[config.mk]
export PLATFORM = sky130hd
export DESIGN_NAME = chain_score_max
export DESIGN_NICKNAME = d
export VERILOG_FILES = /design/src/rtl/chain_score_max_pkg.sv /design/src/rtl/chain_score_max_sat_add.sv /design/src/rtl/chain_score_max.sv
export SDC_FILE = /design/constraint.sdc
export NUM_CORES = 1
export LEC_CHECK = 0
export ABC_AREA = 1
export BUFFER_PORTS_ARGS = -buffer_cell sky130_fd_sc_hd__buf_4
export CAP_MARGIN = 10
export CELL_PAD_IN_SITES_DETAIL_PLACEMENT = 1
export CELL_PAD_IN_SITES_GLOBAL_PLACEMENT = 1
export CORE_MARGIN = 5
export CORE_UTILIZATION = 30
export CTS_CLUSTER_DIAMETER = 200
export DETAILED_ROUTE_END_ITERATION = 10
export PLACE_DENSITY_LB_ADDON = 0.1
export RECOVER_POWER = 100
export SYNTH_ARGS = -nofsm -noshare
export SYNTH_HDL_FRONTEND = slang
export SYNTH_SLANG_ARGS = --single-unit
[constraint.sdc]
create_clock -name clk -period 5.84 [get_ports clk]
set_input_delay 1.168 -clock clk [delete_from_list [all_inputs] [get_ports clk]]
set_output_delay 1.168 -clock clk [all_outputs]
set_load 0.05 [all_outputs]
[src/rtl/chain_score_max_pkg.sv]
// Shared constants for the chain-score max reducer.
// FSM encoding, predecessor sentinel and default widths.
package chain_score_max_pkg;

  localparam int DATA_W_DEF = 32;
  localparam int IDX_W_DEF  = 16;

  localparam logic [1:0] ST_ACC   = 2'd0;
  localparam logic [1:0] ST_DRAIN = 2'd1;
  localparam logic [1:0] ST_OUT   = 2'd2;

  localparam logic [63:0] NO_PRED = '1;

endpackage

[src/rtl/chain_score_max_sat_add.sv]
// Signed adder clamped to the W-bit range.
// The sum is formed one bit wider to catch overflow.
module sat_add #(
  parameter int W = 32
) (
  input  logic [W-1:0] a_i,
  input  logic [W-1:0] b_i,
  output logic [W-1:0] y_o
);

  logic [W:0] sum;

  assign sum = {a_i[W-1], a_i} + {b_i[W-1], b_i};

  always_comb begin
    y_o = sum[W-1:0];
    if (sum[W] != sum[W-1]) begin
      y_o = sum[W] ? {1'b1, {(W-1){1'b0}}}
                   : {1'b0, {(W-1){1'b1}}};
    end
  end

endmodule

[src/rtl/chain_score_max.sv]
// Per-anchor reducer: best of anc_w and f[j]+score(j,i).
// One register stage (P1) feeds the accumulator.
module chain_score_max
  import chain_score_max_pkg::*;
#(
  parameter int DATA_W = DATA_W_DEF,
  parameter int IDX_W  = IDX_W_DEF
) (
  input  logic              clk,
  input  logic              reset,
  input  logic              cand_valid,
  output logic              cand_ready,
  input  logic              cand_first,
  input  logic              cand_last,
  input  logic              cand_skip,
  input  logic [DATA_W-1:0] anc_w,
  input  logic [IDX_W-1:0]  cand_idx,
  input  logic [DATA_W-1:0] cand_f,
  input  logic [DATA_W-1:0] cand_score,
  output logic              out_valid,
  input  logic              out_ready,
  output logic [DATA_W-1:0] out_f,
  output logic [IDX_W-1:0]  out_pred,
  output logic [IDX_W-1:0]  out_cnt,
  output logic              err
);

  localparam logic [IDX_W-1:0] NoPred =
    NO_PRED[IDX_W-1:0];

  logic [1:0]        state_q, state_d;
  logic              rdy_q;
  logic              open_q, open_d;
  logic              err_q, err_d;
  logic              take, load;
  logic [DATA_W-1:0] sum_w;

  logic              p1_vld_q, p1_first_q;
  logic              p1_skip_q;
  logic [IDX_W-1:0]  p1_idx_q;
  logic [DATA_W-1:0] p1_sum_q, p1_anc_q;

  logic [DATA_W-1:0] acc_f_q, acc_f_d;
  logic [IDX_W-1:0]  acc_pred_q, acc_pred_d;
  logic [IDX_W-1:0]  acc_cnt_q, acc_cnt_d;

  logic [DATA_W-1:0] out_f_q;
  logic [IDX_W-1:0]  out_pred_q, out_cnt_q;

  sat_add #(.W(DATA_W)) u_add (
    .a_i (cand_f),
    .b_i (cand_score),
    .y_o (sum_w)
  );

  assign cand_ready = rdy_q && (state_q == ST_ACC);
  assign out_valid  = (state_q == ST_OUT);
  assign out_f      = out_f_q;
  assign out_pred   = out_pred_q;
  assign out_cnt    = out_cnt_q;
  assign err        = err_q;

  assign take = cand_valid && cand_ready;
  // orphan non-first beats never reach P1
  assign load = take && (cand_first || open_q);

  always_comb begin
    state_d = state_q;
    open_d  = open_q;
    err_d   = err_q;
    unique case (1'b1)
      state_q == ST_ACC:
        if (load && cand_last) state_d = ST_DRAIN;
      state_q == ST_DRAIN:
        state_d = ST_OUT;
      state_q == ST_OUT:
        if (out_ready) state_d = ST_ACC;
      default:
        state_d = ST_ACC;
    endcase
    if (take) begin
      if (cand_first && open_q)   err_d = 1'b1;
      if (!cand_first && !open_q) err_d = 1'b1;
    end
    if (load) open_d = !cand_last;
  end

  always_comb begin
    acc_f_d    = acc_f_q;
    acc_pred_d = acc_pred_q;
    acc_cnt_d  = acc_cnt_q;
    if (p1_vld_q) begin
      if (p1_first_q) begin
        acc_f_d    = p1_anc_q;
        acc_pred_d = NoPred;
        acc_cnt_d  = '0;
      end
      if (!p1_skip_q) begin
        if (acc_cnt_d != NoPred)
          acc_cnt_d = acc_cnt_d + 1'b1;
        // strict compare keeps the earlier winner on ties
        if ($signed(p1_sum_q) > $signed(acc_f_d)) begin
          acc_f_d    = p1_sum_q;
          acc_pred_d = p1_idx_q;
        end
      end
    end
  end

  always_ff @(posedge clk or negedge reset) begin
    if (!reset) begin
      state_q    <= ST_ACC;
      rdy_q      <= 1'b0;
      open_q     <= 1'b0;
      err_q      <= 1'b0;
      p1_vld_q   <= 1'b0;
      p1_first_q <= 1'b0;
      p1_skip_q  <= 1'b0;
      p1_idx_q   <= '0;
      p1_sum_q   <= '0;
      p1_anc_q   <= '0;
      acc_f_q    <= '0;
      acc_pred_q <= NoPred;
      acc_cnt_q  <= '0;
      out_f_q    <= '0;
      out_pred_q <= NoPred;
      out_cnt_q  <= '0;
    end else begin
      state_q    <= state_d;
      rdy_q      <= 1'b1;
      open_q     <= open_d;
      err_q      <= err_d;
      p1_vld_q   <= load;
      if (load) begin
        p1_first_q <= cand_first;
        p1_skip_q  <= cand_skip;
        p1_idx_q   <= cand_idx;
        p1_sum_q   <= sum_w;
        p1_anc_q   <= anc_w;
      end
      acc_f_q    <= acc_f_d;
      acc_pred_q <= acc_pred_d;
      acc_cnt_q  <= acc_cnt_d;
      if (state_q == ST_DRAIN) begin
        out_f_q    <= acc_f_d;
        out_pred_q <= acc_pred_d;
        out_cnt_q  <= acc_cnt_d;
      end
    end
  end

endmodule

==> results.json, run 1 <==
{
  "portBuffers": 185,
  "violations": "max-capacitance violations, max-slew violations",
  "tightest_slew_ps": 2900,
  "cts_buffers": 27,
  "setup_tns_ps": 0,
  "rsz0062_at_grt": "no",
  "r2r_cells": 19,
  "max_slew_margin": -0.935,
  "drc_errors": 0,
  "cp_common_cell": "nand2_1",
  "drive_gt1_frac": 0.118,
  "gr-total-overflow": 0,
  "gp_congestion": 0.812,
  "synth_area_leaders": "dfrtp_1 (37%), nand2_1 (19%), dfstp_2 (6.8%), ha_1 (6.7%), nand3_1 (5.3%)",
  "grt_pass1_vias": 12200,
  "viasPerCell": 4.76,
  "outcome": "finished with violations",
  "vdd_drop_max_mv": 0.178,
  "worstSetupPathType": "flop to flop",
  "yosysTopAreaCell": "dfrtp_1",
  "fp.dieW_um": 213,
  "hold_start": "out_pred[12]",
  "netSwitchingPower_mw": 3.40,
  "synth_cell_types": 43,
  "cap_violations": 4,
  "die_y_um": 213,
  "fin_util": 0.366,
  "dp.final_hpwl_um": 30600,
  "synthToLayoutAreaGrowth_pct": 20.6,
  "slew_violations": 193,
  "cts-root-buf": "clkbuf_16",
  "ys_seq_area_frac": 0.439,
  "seq_power_share": 0.325,
  "switching_share": 0.451,
  "async_flop_share": 1.00,
  "fmax_mhz": 216,
  "crit_chain": "buf_4 -> nand2_1 -> o21ai_0 -> ha_1 -> a21oi_1 -> nand2_1 -> nand2_1 -> nand3_1 -> a21oi_1 -> nand2_1 -> nand2_1 -> nand2_2 -> nand2_1 -> buf_4 -> nand2_1 -> nand3_1 -> nand2_1 -> nand2_1 -> nand2_1",
  "holdPathEnd": "out_pred[12]",
  "p_clk_frac": 0.235,
  "synth.most_common_cell": "nand2_1",
  "endpoint_kind": "flop",
  "cp.required_ps": 6260,
  "antennaDiodeCount": 0,
  "io-pin-count": 186,
  "reg2reg_slack_ps": 1200,
  "cts_hold_buf": 0,
  "powerDensity_nw_per_um2": 504,
  "synth_top_area_share": 0.371,
  "ys_ff_latch": 216,
  "fin_cells": 2372,
  "rows": 74,
  "n_fill_cell": 5064,
  "reg2reg_from": "p1_first_q",
  "nNetsFinal": 2008,
  "avgSynthCellArea_sq_um": 7.45,
  "yosys_warnings": 0,
  "clk_latency_ps": 540,
  "synth_nets": 1849,
  "holdPathStages": 2,
  "die-area_sq_um": 45500,
  "vias": 11300,
  "cts_sinks": 216,
  "min_period_over_period": 0.795,
  "dpl.cell_count": 2325,
  "clk_path_buf_depth": 3,
  "drt_iter0_drc": 578,
  "initial_core_util": 0.304,
  "hold_path_class": "flop to flop",
  "clk_pin_slew_ps": 60,
  "antenna_found_initial": 0,
  "synth_top_flop_cell": "dfrtp_1",
  "ant_nets": 0,
  "htree_levels": 1,
  "grt_max_degree": 103,
  "r2r-end": "out_f[13]",
  "finClkSkew_ps": 10.7,
  "wire_per_inst_um": 17.7,
  "p_comb_frac": 0.440,
  "start_kind": "flop",
  "arrival_ps": 5060,
  "synth_cells": 1663,
  "setup_viol_count_final": 0,
  "slowest_delay_ps": 1280,
  "finalCriticalPeriod_ps": 4640,
  "post_cts_buffers": 0,
  "synth_edf_count": 0,
  "wl_um": 41900,
  "synth_area_sq_um": 12400,
  "grt_pass1_wl_um": 67500,
  "cts_resized": 0,
  "core_sq_um": 40800,
  "cp_slowest_cell": "dfrtp_1",
  "drt-pass1-iter-count": 4,
  "grtUsageTotal": 0.185,
  "p_int_mw": 4.13,
  "power_mw": 7.53,
  "critPathMaxFanout": 41,
  "cts_tree": "done",
  "power.leakage_nw": 7.53,
  "critPathBufInv": 2,
  "hold_viol_final": 0,
  "synthTopCellsByCount": "nand2_1 (642), dfrtp_1 (184), inv_1 (150), nand3_1 (131), o21ai_0 (102)",
  "critPathTopFamily": "simple AND/OR/NAND/NOR gates"
}
==> per-layer routing <==
layer,GRT usage,routed length [um],vias to the layer above
li1,-,-,5607
met1,0.248,19300,5534
met2,0.330,21100,105
met3,0.0216,1040,34
met4,0.0289,541,0
met5,0,0,-
==> worst register-to-register path, cell delays in order (launching register included) <==
cell     delay, ps
dfrtp_1       1280
buf_4          440
nand2_1        110
o21ai_0        110
ha_1           290
a21oi_1        180
nand2_1         70
nand2_1         60
nand3_1         70
a21oi_1        300
nand2_1         90
nand2_1         80
nand2_2        410
nand2_1        230
buf_4          370
nand2_1        110
nand3_1        100
nand2_1         90
nand2_1         60
nand2_1         50
==> logic make-up after synthesis <==
| logic type | Yosys count | synth area share |
|---|---|---|
| buffers and inverters | 226 | 0.0734 |
| and+or+nand+nor | 891 | 0.289 |
| other | 1 | 0.000303 |
| AOI/OAI and AO/OA | 223 | 0.102 |
| DFF | 216 | 0.439 |
| xor gates and xnor gates | 39 | 0.0276 |
| adders and majority gates | 67 | 0.0682 |
==> cells in the final DEF (no fill, tap or decap), types with 3 or more instances in the layout <==
master	instances
inv_2	3
o21ai_0	106
xor2_1	30
nor4_1	3
o21bai_1	6
a21oi_1	53
nor2_1	85
xnor2_1	9
clkbuf_8	7
clkbuf_16	27
o21ai_1	3
a21o_1	7
a21boi_0	30
ha_1	66
clkbuf_1	74
dfrtp_1	183
nand3_1	131
bufinv_16	4
nor3_1	9
nand4_1	6
dfstp_2	32
nand2_1	645
inv_1	151
a31oi_1	6
buf_4	129
==> worst max-delay path by stage <==
stage | from | end | slack, ps | depth (start not counted)
6_report | p1_first_q | out_f[13] | 1200 | 19
5_1_grt | p1_first_q | out_f[11] | 640 | 19
4_1_cts | p1_first_q | out_f[13] | 1560 | 19
3_5_place_dp | cand_f[0] | p1_sum_q[30] | 1490 | 16
3_3_place_gp | cand_f[0] | p1_sum_q[30] | 1560 | 16
2_1_floorplan | cand_f[0] | p1_sum_q[0] | 2720 | 16
==> state kept, by name, summed over array words and instances (netlist names) <==
name        flops
out_pred       16
state_q         2
out_cnt        16
open_q          1
p1_skip_q       1
acc_cnt_q      16
p1_first_q      1
acc_pred_q     16
p1_anc_q       32
acc_f_q        32
out_f          32
p1_sum_q       32
p1_vld_q        1
p1_idx_q       16
rdy_q           1
err             1
==> stage by stage <==
stage	setup slack [ps]	instance area [sq um]	hold WS [ps]
global placement	1560	14300	460
floorplan	2720	12400	463
CTS	1560	15200	470
finish	1200	14900	467
global route	643	14900	493
detailed placement	1490	14300	460
==> layout make-up <==
type	count	area, sq um	share of cell area
flip-flops and latches	216	5450	0.365
multi-input cells	1221	6060	0.405
clock buffers	39	791	0.0529
well taps	532	666	0.0445
inverters	156	587	0.0393
repair buffers	200	1250	0.0838
clock inverters	8	141	0.00946
==> power by group through the flow <==
| stage | registers, mW | clock network (mW) | logic (mW) |
|---|---|---|---|
| 2_1_floorplan | 2.97 | 0 | 1.88 |
| 3_3_place_gp | 2.48 | 0 | 3.49 |
| 3_5_place_dp | 2.49 | 0 | 3.55 |
| 4_1_cts | 2.47 | 1.83 | 3.56 |
| 5_1_grt | 2.52 | 1.89 | 3.75 |
| 6_report | 2.45 | 1.77 | 3.31 |
No activity file was read; power rests on OpenSTA's default activity.
==> inputs of run 2 (changes only) <==
==> constraint.sdc (replaced) <==
create_clock -name clk -period 4.1 [get_ports clk]
set_input_delay 0.82 -clock clk [delete_from_list [all_inputs] [get_ports clk]]
set_output_delay 0.82 -clock clk [all_outputs]
set_load 0.05 [all_outputs]
==> run 2 against run 1 <==
Net effect: the run still ends with max-capacitance violations, max-slew violations left; flip-flop and latch count stayed put; worst setup slack got worse by 670 ps; clock skew up 1.6 ps; register-to-register slack got worse by 560 ps; routed wire length shrank 0.33%; hold slack got worse by 3.2 ps; design area rose by 0.10%.
==> results.json, run 2 (synthesis gave the netlist of run 1 again) <==
{
  "reg2reg_from": "p1_first_q",
  "power.leakage_nw": 7.56,
  "n_fill_cell": 5054,
  "crit_chain": "clkbuf_4 -> ha_1 -> inv_1 -> fa_1 -> inv_1 -> nand3_1 -> nand2_1 -> nand2_1 -> nand2_1 -> nand3_1 -> nand2_1 -> nand3_1 -> nand2_1 -> nand2_1 -> nand4_1 -> clkbuf_1 -> nand2_1 -> a21boi_0",
  "wire_per_inst_um": 17.6,
  "hold_start": "out_ready",
  "fmax_mhz": 280,
  "synthToLayoutAreaGrowth_pct": 20.7,
  "critPathTopFamily": "simple AND/OR/NAND/NOR gates",
  "met3_usage": 0.0220,
  "grt_max_degree": 106,
  "clk_path_buf_depth": 3,
  "vdd_drop_max_mv": 0.455,
  "r2r-end": "out_pred[2]",
  "p_int_mw": 5.89,
  "cts_buffers": 27,
  "rows": 74,
  "gr-total-overflow": 0,
  "vias": 11200,
  "arrival_ps": 4020,
  "slew_violations": 208,
  "max_slew_margin": -0.897,
  "holdPathEnd": "state_q[1]",
  "htree_levels": 1,
  "clk_pin_slew_ps": 60,
  "cts_tree": "done",
  "switching_share": 0.451,
  "critPathBufInv": 4,
  "cp_slowest_cell": "clkbuf_1",
  "ant_nets": 0,
  "nNetsFinal": 2013,
  "core_sq_um": 40800,
  "grt_pass1_vias": 12200,
  "cts_hold_buf": 0,
  "dp_slack_ps": 597,
  "reg2reg_slack_ps": 640,
  "grtUsageMet2": 0.328,
  "rsz0062_at_grt": "no",
  "powerDensity_nw_per_um2": 717,
  "antennaDiodeCount": 0,
  "hold_path_class": "input pin to flop",
  "min_period_over_period": 0.871,
  "drive_gt1_frac": 0.120,
  "cts_sinks": 216,
  "fin_util": 0.366,
  "r2r_cells": 19,
  "outcome": "finished with violations",
  "drt_iter0_drc": 462,
  "final_area_sq_um": 15000,
  "p_comb_frac": 0.444,
  "clk_latency_ps": 540,
  "finalCriticalPeriod_ps": 3570,
  "holdWs_ps": 463,
  "cp.required_ps": 4550,
  "setup_viol_count_final": 0,
  "portBuffers": 185,
  "holdPathStages": 2,
  "final_common_cell": "nand2_1",
  "violations": "max-capacitance violations, max-slew violations",
  "io-pin-count": 186,
  "setup_tns_ps": 0,
  "viasPerCell": 4.72,
  "worst_slack_ps": 528,
  "drt-pass1-iter-count": 4,
  "antenna_found_initial": 0,
  "wl_um": 41800,
  "finClkSkew_ps": 12.3,
  "cts-root-buf": "clkbuf_16",
  "placed_area_sq_um": 14300,
  "critPathMaxFanout": 17,
  "endpoint_kind": "flop",
  "slowest_delay_ps": 670,
  "worstSetupPathType": "input pin to flop",
  "die_y_um": 213,
  "fp.dieW_um": 213,
  "final_cell_mix": "nand2_1 (646), dfrtp_1 (182), inv_1 (153)",
  "post_cts_buffers": 0,
  "start_kind": "input pin",
  "p_clk_frac": 0.233,
  "hold_viol_final": 0,
  "seq_power_share": 0.323,
  "grtUsageTotal": 0.183,
  "netSwitchingPower_mw": 4.84,
  "drc_errors": 0,
  "cp_common_cell": "nand2_1",
  "dp.final_hpwl_um": 30800,
  "grt_pass1_wl_um": 67400,
  "tightest_slew_ps": 2850,
  "globalRouteMet1Util": 0.244,
  "gp_congestion": 0.848,
  "die-area_sq_um": 45500,
  "cap_violations": 2,
  "initial_core_util": 0.304,
  "cts_resized": 0,
  "grt_busiest_layer": "met2"
}
## run 2: cell types whose count changed in the layout (fill, tap and decap cells not counted), sizes merged
cell,previous run,this run
clkbuf,109,113
clkinv,4,8
buf,130,129
clkinvlp,2,1
inv,154,155
## run 2: routing by layer
metal,vias up,part of all wire
li1,5626,-
met4,0,0.011
met3,33,0.026
met5,-,0
met2,98,0.50
met1,5462,0.46
## run 2: worst max-delay path by stage
| stage | start | endpoint | slack (ps) | cells past startpoint |
|---|---|---|---|---|
| after floorplan | cand_f[0] | p1_sum_q[0] | 1330 | 16 |
| after detailed placement | p1_first_q | out_f[23] | 600 | 15 |
| after CTS | p1_first_q | out_f[23] | 600 | 15 |
| after global placement | p1_first_q | out_f[23] | 630 | 15 |
| after global routing | cand_f[0] | p1_sum_q[0] | 190 | 18 |
| final | cand_f[0] | p1_sum_q[11] | 530 | 18 |
## run 2: stage by stage
| stage | std cells | total power, mW |
|---|---|---|
| final | 2379 | 10.7 |
| after global placement | 2330 | 8.54 |
| after detailed placement | 2330 | 8.62 |
| after CTS | 2379 | 11.2 |
| after global routing | 2379 | 11.6 |
| after floorplan | 1663 | 6.92 |
## run 2: power by group through the flow
stage,combinational [mW],sequential [mW],clock (mW)
floorplan,2.68,4.23,0
global placement,5.04,3.50,0
detailed placement,5.11,3.51,0
CTS,5.14,3.49,2.58
global route,5.38,3.56,2.67
finish,4.77,3.46,2.49
## run 2: layout make-up
type	count	area (sq um)	area share
clock buffers	37	763	0.0510
clock inverters	12	166	0.0111
inverters	156	586	0.0392
multi-input cells	1221	6040	0.404
flip-flops and latches	216	5450	0.364
well taps	532	666	0.0445
repair buffers	205	1290	0.0862
==> inputs of run 3 (changes only) <==
==> constraint.sdc (replaced) <==
create_clock -name clk -period 4.1 [get_ports clk]
set_input_delay 0.82 -clock clk [delete_from_list [all_inputs] [get_ports clk]]
set_output_delay 0.82 -clock clk [all_outputs]
set_load 0.02 [all_outputs]
==> run 3 against run 2 <==
Net effect: routed wire length is the same; core utilization hardly changed; die area stayed put; flip-flop and latch count did not move; via count about the same; critical path type unchanged; highest routed layer unchanged; largest power group unchanged; the flow still finishes with violations (max-capacitance violations, max-slew violations).
==> results.json, run 3 (synthesis gave the netlist of run 1 again) <==
{
  "grt_pass1_wl_um": 67400,
  "initial_core_util": 0.304,
  "worst_slack_ps": 529,
  "htree_levels": 1,
  "rsz0062_at_grt": "no",
  "wire_per_inst_um": 17.6,
  "dr_wl_met3_um": 1070,
  "start_kind": "input pin",
  "power_mw": 10.1,
  "fin_cells": 2379,
  "final_common_cell": "nand2_1",
  "power.leakage_nw": 7.56,
  "gp_congestion": 0.848,
  "min_period_over_period": 0.871,
  "grt_max_degree": 106,
  "powerDensity_nw_per_um2": 678,
  "hold_path_class": "input pin to flop",
  "drc_errors": 0,
  "die_y_um": 213,
  "viasPerCell": 4.72,
  "final_area_sq_um": 15000,
  "die-area_sq_um": 45500,
  "final_cell_mix": "nand2_1 (646), dfrtp_1 (182), inv_1 (153)",
  "cts_hold_buf": 0,
  "vias": 11200,
  "drt_iter0_drc": 459,
  "core_sq_um": 40800,
  "nNetsFinal": 2013,
  "endpoint_kind": "flop",
  "setup_tns_ps": 0,
  "cts_buffers": 27,
  "wl_met1_um": 19400,
  "tightest_slew_ps": 2840,
  "drive_gt1_frac": 0.120,
  "hold_viol_final": 0,
  "cts-root-buf": "clkbuf_16",
  "dpl.cell_count": 2330,
  "clk_latency_ps": 540,
  "dp_slack_ps": 597,
  "max_slew_margin": -0.896,
  "grtUsageTotal": 0.183,
  "ant_nets": 0,
  "violations": "max-capacitance violations, max-slew violations",
  "routed.top_layer": "met4",
  "rows": 74,
  "clk_pin_slew_ps": 60,
  "fin_util": 0.366,
  "fmax_mhz": 280,
  "worstSetupPathType": "input pin to flop",
  "finalCriticalPeriod_ps": 3570,
  "antennaDiodeCount": 0,
  "outcome": "finished with violations",
  "synthToLayoutAreaGrowth_pct": 20.7,
  "post_cts_buffers": 0,
  "cts_resized": 0,
  "portBuffers": 185,
  "antenna_found_initial": 0,
  "wl_met2_um": 20800,
  "finClkSkew_ps": 12.5,
  "cts_sinks": 216,
  "arrival_ps": 4020,
  "holdWs_ps": 463,
  "critPathMaxFanout": 17,
  "drt-pass1-iter-count": 4,
  "cp.required_ps": 4550,
  "cap_violations": 2,
  "fp.dieW_um": 213,
  "wl_um": 41800,
  "grt_pass1_vias": 12200,
  "dp.final_hpwl_um": 30800,
  "gr-total-overflow": 0,
  "slew_violations": 208,
  "io-pin-count": 186,
  "placed_area_sq_um": 14300,
  "clk_path_buf_depth": 3,
  "setup_viol_count_final": 0,
  "cts_tree": "done",
  "vdd_drop_max_mv": 0.453
}
run 3: worst max-delay path: stages:
cell and delay, ps:
clkbuf_4 100, ha_1 160, inv_1 60, fa_1 400, inv_1 110, nand3_1 80, nand2_1 130, nand2_1 60
nand2_1 130, nand3_1 90, nand2_1 140, nand3_1 100, nand2_1 80, nand2_1 70, nand4_1 400, clkbuf_1 670
nand2_1 200, a21boi_0 220
run 3: report_power, final:
| group | leakage, nW | internal (mW) | switching, mW |
|---|---|---|---|
| clock | 0.459 | 1.55 | 0.949 |
| sequential | 2.61 | 3.00 | 0.464 |
| combinational | 4.49 | 1.35 | 2.83 |
run 3: routing by layer:
layer  vias up  GRT usage
met3        33     0.0220
met5         -          0
li1       5626          -
met4         0     0.0250
met2        98      0.328
met1      5467      0.244
run 3: path summary, 6_finish.rpt:
| kind | to | cells past startpoint | slack [ps] | from |
|---|---|---|---|---|
| setup / recovery | p1_sum_q[11] | 18 | 530 | cand_f[0] |
| hold / removal | state_q[1] | 2 | 460 | out_ready |
| setup reg to reg | out_pred[2] | 19 | 640 | p1_first_q |
| hold reg to reg | out_pred[4] | 2 | 470 | out_pred[4] |
| max in group asynchronous | p1_first_q | 1 | 1040 | reset |
| min in group asynchronous | acc_f_q[7] | 1 | 1130 | reset |
run 3: final cells by class:
type	count	area, sq um
repair buffers	205	1290
inverters	156	586
multi-input cells	1221	6040
well taps	532	666
flip-flops and latches	216	5450
fillers	5055	25900
clock inverters	12	166
clock buffers	37	763
